**src/rtl/rd_arb.sv**
```systemverilog
// rd_arb: two-client locked read arbiter in front of a shared memory read port.
// Grant holds until the client releases and all of its reads have returned.
module rd_arb #(
  parameter int ADDR_W   = 32,
  parameter int DATA_W   = 32,
  parameter int MAX_OUTS = 8,
  parameter int OUTS_W   = 4
) (
  input  logic              clk,
  input  logic              rst_n,
  input  logic              c0_req,
  input  logic [ADDR_W-1:0] c0_addr,
  input  logic              c0_vld,
  output logic              c0_rdy,
  output logic [DATA_W-1:0] c0_rsp_data,
  output logic              c0_rsp_vld,
  input  logic              c0_rsp_rdy,
  input  logic              c1_req,
  input  logic [ADDR_W-1:0] c1_addr,
  input  logic              c1_vld,
  output logic              c1_rdy,
  output logic [DATA_W-1:0] c1_rsp_data,
  output logic              c1_rsp_vld,
  input  logic              c1_rsp_rdy,
  output logic [ADDR_W-1:0] mem_addr,
  output logic              mem_vld,
  input  logic              mem_rdy,
  input  logic [DATA_W-1:0] mem_rsp_data,
  input  logic              mem_rsp_vld,
  output logic              mem_rsp_rdy,
  output logic              gnt_id,
  output logic              busy
);

  typedef enum logic [1:0] {
    S_IDLE  = 2'd0,
    S_GRANT = 2'd1,
    S_DRAIN = 2'd2
  } state_e;

  localparam logic [OUTS_W-1:0] OUTS_MAX = OUTS_W'(MAX_OUTS);
  localparam logic [OUTS_W-1:0] OUTS_ONE = OUTS_W'(1);

  state_e            state_q, state_d;
  logic              gnt_q, gnt_d;
  logic              rr_q, rr_d;
  logic [OUTS_W-1:0] outs_q, outs_d;

  logic              sel_req;
  logic              sel_vld;
  logic [ADDR_W-1:0] sel_addr;
  logic              sel_rsp_rdy;
  logic              room;
  logic              issue_en;
  logic              route_en;
  logic              inc;
  logic              dec;

  assign sel_req     = gnt_q ? c1_req     : c0_req;
  assign sel_vld     = gnt_q ? c1_vld     : c0_vld;
  assign sel_addr    = gnt_q ? c1_addr    : c0_addr;
  assign sel_rsp_rdy = gnt_q ? c1_rsp_rdy : c0_rsp_rdy;

  assign room     = outs_q < OUTS_MAX;
  assign issue_en = (state_q == S_GRANT) && room;
  assign route_en = (state_q != S_IDLE);

  assign gnt_id = gnt_q;
  assign busy   = route_en;

  always_ff @(posedge clk) begin
    if (!rst_n) begin
      state_q <= S_IDLE;
      gnt_q   <= 1'b0;
      rr_q    <= 1'b1;
      outs_q  <= '0;
    end else begin
      state_q <= state_d;
      gnt_q   <= gnt_d;
      rr_q    <= rr_d;
      outs_q  <= outs_d;
    end
  end

  always_comb begin
    state_d = state_q;
    gnt_d   = gnt_q;
    rr_d    = rr_q;
    unique case (state_q)
      S_IDLE: begin
        if (c0_req || c1_req) begin
          state_d = S_GRANT;
          gnt_d   = (c0_req && c1_req) ? ~rr_q : c1_req;
        end
      end
      S_GRANT: begin
        if (!sel_req) state_d = S_DRAIN;
      end
      S_DRAIN: begin
        // Lock is released only once every issued read is back.
        if (outs_q == '0) begin
          state_d = S_IDLE;
          rr_d    = gnt_q;
        end
      end
      default: state_d = S_IDLE;
    endcase
  end

  always_comb begin
    mem_vld     = 1'b0;
    mem_addr    = '0;
    mem_rsp_rdy = 1'b0;
    c0_rdy      = 1'b0;
    c1_rdy      = 1'b0;
    c0_rsp_vld  = 1'b0;
    c1_rsp_vld  = 1'b0;
    c0_rsp_data = '0;
    c1_rsp_data = '0;
    if (issue_en) begin
      mem_vld  = sel_vld;
      mem_addr = sel_addr;
      c0_rdy   = ~gnt_q & mem_rdy;
      c1_rdy   =  gnt_q & mem_rdy;
    end
    if (route_en) begin
      mem_rsp_rdy = sel_rsp_rdy;
      if (gnt_q) begin
        c1_rsp_vld  = mem_rsp_vld;
        c1_rsp_data = mem_rsp_data;
      end else begin
        c0_rsp_vld  = mem_rsp_vld;
        c0_rsp_data = mem_rsp_data;
      end
    end
  end

  assign inc = mem_vld & mem_rdy;
  assign dec = mem_rsp_vld & mem_rsp_rdy;

  always_comb begin
    outs_d = outs_q;
    unique case ({inc, dec})
      2'b10:   outs_d = outs_q + OUTS_ONE;
      // A stray response with nothing outstanding must not wrap.
      2'b01:   outs_d = (outs_q == '0) ? '0 : outs_q - OUTS_ONE;
      default: outs_d = outs_q;
    endcase
  end

endmodule

```
**config.mk**
```make
export PLATFORM = sky130hd
export DESIGN_NAME = rd_arb
export DESIGN_NICKNAME = d
export VERILOG_FILES = /design/src/rtl/rd_arb.sv
export SDC_FILE = /design/constraint.sdc
export NUM_CORES = 1
export LEC_CHECK = 0
export ABC_AREA = 0
export ABC_CLOCK_PERIOD_IN_PS = 5250
export CAP_MARGIN = 10
export CELL_PAD_IN_SITES_DETAIL_PLACEMENT = 2
export CELL_PAD_IN_SITES_GLOBAL_PLACEMENT = 2
export CORE_ASPECT_RATIO = 0.75
export CORE_MARGIN = 5
export CORE_UTILIZATION = 29
export CTS_CLUSTER_DIAMETER = 150
export DETAILED_ROUTE_END_ITERATION = 10
export DONT_BUFFER_PORTS = 1
export PLACE_DENSITY_LB_ADDON = 0.1
export SLEW_MARGIN = 20
export SYNTH_ARGS = -nofsm -noshare
export SYNTH_HDL_FRONTEND = slang
export SYNTH_SLANG_ARGS = --single-unit
export TNS_END_PERCENT = 10
```
**constraint.sdc**
```tcl
create_clock -name clk -period 5.25 [get_ports clk]
set_input_delay 0.7875 -clock clk [delete_from_list [all_inputs] [get_ports clk]]
set_output_delay 0.7875 -clock clk [all_outputs]
set_load 0.05 [all_outputs]
```
# --- Word level (Yosys, flattened, before mapping) ---
# Cells that the tools add are included.
word_totals:
  elab_cells: 54
  in_bits: 106
  out_inout_bits: 104
  reg_bits: 8
op_classes:
  order_cmp: 1
  muxes: 24
  add_sub_neg: 2
  reduce_logical: 10
  n_eq_ne: 7
  bitwise_logic: 6
ops:
  columns: ["op", "n"]
  rows:
  - ["$mux W32", 6]
  - ["$mux W1", 12]
  - ["$pmux W4 S2", 1]
  - ["$mux W2", 3]
  - ["$ne A2 B2 Y1 const B", 3]
  - ["$pmux W2 S3", 1]
  - ["$add A4 B1 Y4 const B", 1]
  - ["$and A1 B1 Y1", 4]
  - ["$eq A2 B1 Y1 const B", 2]
  - ["$eq A2 B2 Y1 const B", 2]
  - ["$logic_not A4 Y1", 1]
  - ["$lt A4 B4 Y1 const B", 1]
  - ["$mux W4", 1]
  - ["$reduce_and A2 Y1", 2]
  - ["$reduce_bool A2 Y1", 2]
  - ["$sub A4 B1 Y4 const B", 1]
  - ["$reduce_and A3 Y1", 1]
  - ["$logic_and A1 B1 Y1", 2]
  - ["$logic_not A2 Y1", 1]
  - ["$not A1 Y1", 2]
  - ["$logic_or A1 B1 Y1", 1]

# --- Longest topological paths before layout ---
logic_depth:
  ltp_word: 6
  depth_mapped: 9
  depth_no_buf: 7

# --- Worst setup path after synthesis ---
# Ideal clock, no wire load.
synth_path:
  path_kind: "reg-to-reg"
  startpoint: "register gnt_q, in the netlist gnt_id"
  endpoint: "register outs_q[2]"
  stages_incl_launch_ff: 10
  period_less_slack_ps: 2788
  slack_ps: 2462
  n_path_buf: 2
  required_ps: 5174
  setup_ps: 76
  arrival_time_ps: 2712
  cell_sequence: "dfxtp_1 -> buf_4 -> mux2i_1 -> nor2_1 -> and2_1 -> ha_1 -> buf_2 -> nand3_1 -> a211o_1 -> a21boi_0"
synth_between:
  elab_chain_len: 5
synth_lines:
  columns: ["item", "line_no", "rtl"]
  rows:
  - ["start, declared", "45", "logic gnt_q, gnt_d;"]
  - ["start signal, assigned", "79", "gnt_q <= gnt_d;"]
  - ["$mux W1 *", "62", "assign sel_rsp_rdy = gnt_q ? c1_rsp_rdy : c0_rsp_rdy;"]
  - ["$mux W1 *", "126", "if (route_en) begin"]
  - ["via mem_rsp_rdy", "30", "output logic mem_rsp_rdy,"]
  - ["$and A1 B1 Y1 *", "139", "assign dec = mem_rsp_vld & mem_rsp_rdy;"]
  - ["$eq A2 B1 Y1 / $eq A2 B2 Y1 (equally long branches)", "143", "unique case ({inc, dec})"]
  - ["$pmux W4 S2 / $reduce_bool A2 Y1 (equally long branches)", null, null]
  - ["end signal, assigned", "81", "outs_q <= outs_d;"]
  - ["end, declared", "47", "logic [OUTS_W-1:0] outs_q, outs_d;"]
# Mark *: on every way through the listed nets, which the timed path passes. The rest lies on a longest branch.
# A chain may end at the register's enable or synchronous reset.

# --- Worst setup path after layout ---
layout_path:
  startpoint: "register gnt_q, in the netlist gnt_id"
  endpoint: "output port c1_rsp_data[20]"
layout_between:
  elab_chain_len: 2
layout_lines:
  columns: ["item", "line_no", "rtl"]
  rows:
  - ["$mux W32", "128", "if (gnt_q) begin"]
  - ["$mux W32", "126", null]
  - ["end, declared", "22", "output logic [DATA_W-1:0] c1_rsp_data,"]
# Every way passes these cells.

==> metrics.cfg <==
[synthesis]
synth_edf_count=0
ys_ff_latch=8
syn-cell-area_um2=1570
ys.flop_type=dfxtp_1
synth.distinct_cells=38
synth_warnings=0
yosysTopAreaCellShare_pct=22.4
synth_seq_area_share_pct=10.2
syn_area_per_cell_um2=7.25
yosysTopAreaCell=mux2i_1
synth_area_leaders=mux2i_1 (22%), and2_2 (16%), and2_1 (14%)
synth_most_common_cell=nor2_1
synth_nets=325
synthCells=216
synth_commonest_cells=nor2_1 (40), and2_1 (35), mux2i_1 (35)
synth-async-reset-ratio_pct=0

[routing]
viasPerCell=5.44
wirelength_mm=6.53
first_pass_iters=4
route.detailed.drc=0
wire_per_inst_um=23.3
via_count=1523
antenna_left=0
dr.first_iter.drc_count=14

[floorplan]
ios=210
fp.dieArea_um2=6980
dieHeight_um=73.6
core_area_um2=5300
initial_utilization_pct=29.6
chipWidth_um=94.8
rows=23

[hold_path]
hold_path_depth=1
min_from=state_q[1]
hold_path.class=flop to flop

[critical_path]
setup.worst_path.start_class=flop
endpoint_kind=output pin
cpPeakStageDelay_ns=0.73
crit_fanout=38
crit_slowest_cell=nor2_2
required_ns=4.46
worstPathCellList=buf_4 > inv_1 > nor2_2 > and2_1
r2r-start=gnt_id
worstRegToRegCells=8
crit_arrival_ns=2.81
path_class=flop to output pin
worstSetupStartpoint=gnt_id

[clock_tree]
cts_hold_buf=0
root_buffer=clkbuf_8
cts.path.max_buffers=2
clkSlewWorstSetupHoldPaths_ns=0.05
htreeDepth=1
cts.sinks=8
post_cts_resized=0
cts_setup_buffers=0
cts_buffers=3
cts_tree=done
clk_latency_ns=0.24

[timing]
timing.final.crit_share_pct=68.6
worst_slew_pin_slew_ns=0.962
rsz0062_at_grt=no
period_minus_slack_ns=3.60
slew_viol_final=0
max_freq_mhz=278
holdWs_ns=0.477
max_slew_margin_pct=35.6
final.setup.tns_ns=0
skew_ns=0.00508
hold_viol_final=0
setup_viol=0

[global_routing]
antenna_found_initial=0
grt_pass1_wl_mm=9.01
grt_max_degree=39
grt_pass1_vias=1567
grt_usage_pct=16.3
globalRouteOverflowTotal=0

[power_and_ir_drop]
finalPower_w=0.000444
p_int_w=0.000169
switching_share_pct=61.9
irDropWorstVdd_v=0.000142
power_per_cell_area_nw_per_um2=275
pwr-share-comb_pct=65.9
seqPwrFrac_pct=16.3
power_switching_w=0.000275
clkPwrFrac_pct=17.8
p_leak_nw=0.626

[layout]
nets=316
drive_above_1_share_pct=22.0
syn_to_final_growth_pct=3.20
diodes=0
n_fill_cell=650

[place]
port_buffers=0
dp_hpwl_mm=5.57
gp_congestion=0.744

[outcome]
status=finished clean

[job]
cap_violations=0

==> registers in the layout, indices dropped and copies added, names as in the netlist <==
signal,count
gnt_id,1
state_q,2
rr_q,1
outs_q,4
==> worst max-delay path: cells and delay by family, from the launching register on <==
family                 cells  cell delay [ns]
buffers and inverters      2             0.75
AND/OR/NAND/NOR            2             1.29
flip-flops                 1             0.52
==> per-layer routing <==
| metal | global-route usage [%] | up-vias | part of all wire [%] |
|---|---|---|---|
| li1 | - | 694 | - |
| met2 | 28.7 | 91 | 51 |
| met1 | 18.8 | 732 | 37 |
| met4 | 2.56 | 0 | 0.98 |
| met5 | 0 | - | 0 |
| met3 | 6.76 | 6 | 11 |
==> cell usage in the layout, fill, tap and decap left out, types with 3 or more instances in the layout <==
master,n
o21ai_0,5
and2_2,33
nand2_1,3
clkbuf_8,3
ha_1,3
dfxtp_1,7
inv_1,6
and2_1,35
nor2_1,39
a31oi_1,3
mux2i_1,35
==> final timing paths <==
kind | endpoint | slack (ns)
worst max-delay path | c1_rsp_data[20] | 1.65
worst min-delay path | state_q[0] | 0.48
worst max register to register | outs_q[2] | 1.99
worst min register to register | state_q[0] | 0.48
==> power by group through the flow <==
stage / Sequential, W / Clock [W] / Combinational (W)
floorplan: 0.0000714 / 0 / 0.000275
CTS: 0.0000723 / 0.0000835 / 0.000294
global placement: 0.0000730 / 0 / 0.000288
detailed placement: 0.0000734 / 0 / 0.000293
finish: 0.0000721 / 0.0000790 / 0.000293
global route: 0.0000731 / 0.0000859 / 0.000307
==> logic make-up after synthesis <==
family                     Yosys count  synth area share [%]
muxes                               36                  23.1
buffers and inverters               22                  8.31
DFF                                  8                  10.2
adders and majority gates            3                  2.40
AOI/OAI and AO/OA                   20                  8.79
and+or+nand+nor                    127                  47.2
==> layout make-up <==
type,instances,area [um^2],share of cell area [%]
timing repair buffer,2,18.8,1.16
tap,75,93.8,5.81
sequential,8,161,9.99
clock buffer,3,41.3,2.56
multi-input combinational,186,1280,79.1
inverter,6,22.5,1.39
==> per-stage QoR <==
stage / util (%) / cells / setup slack (ns) / area (um^2)
floorplan: - / 216 / 2.46 / 1570
global placement: 29.5 / 276 / 2.04 / 1560
detailed placement: 29.5 / 276 / 1.84 / 1560
CTS: 30.2 / 279 / 1.58 / 1600
global route: 30.5 / 280 / 1.38 / 1620
finish: 30.5 / 280 / 1.65 / 1620
(Power assumes the default switching activity.)
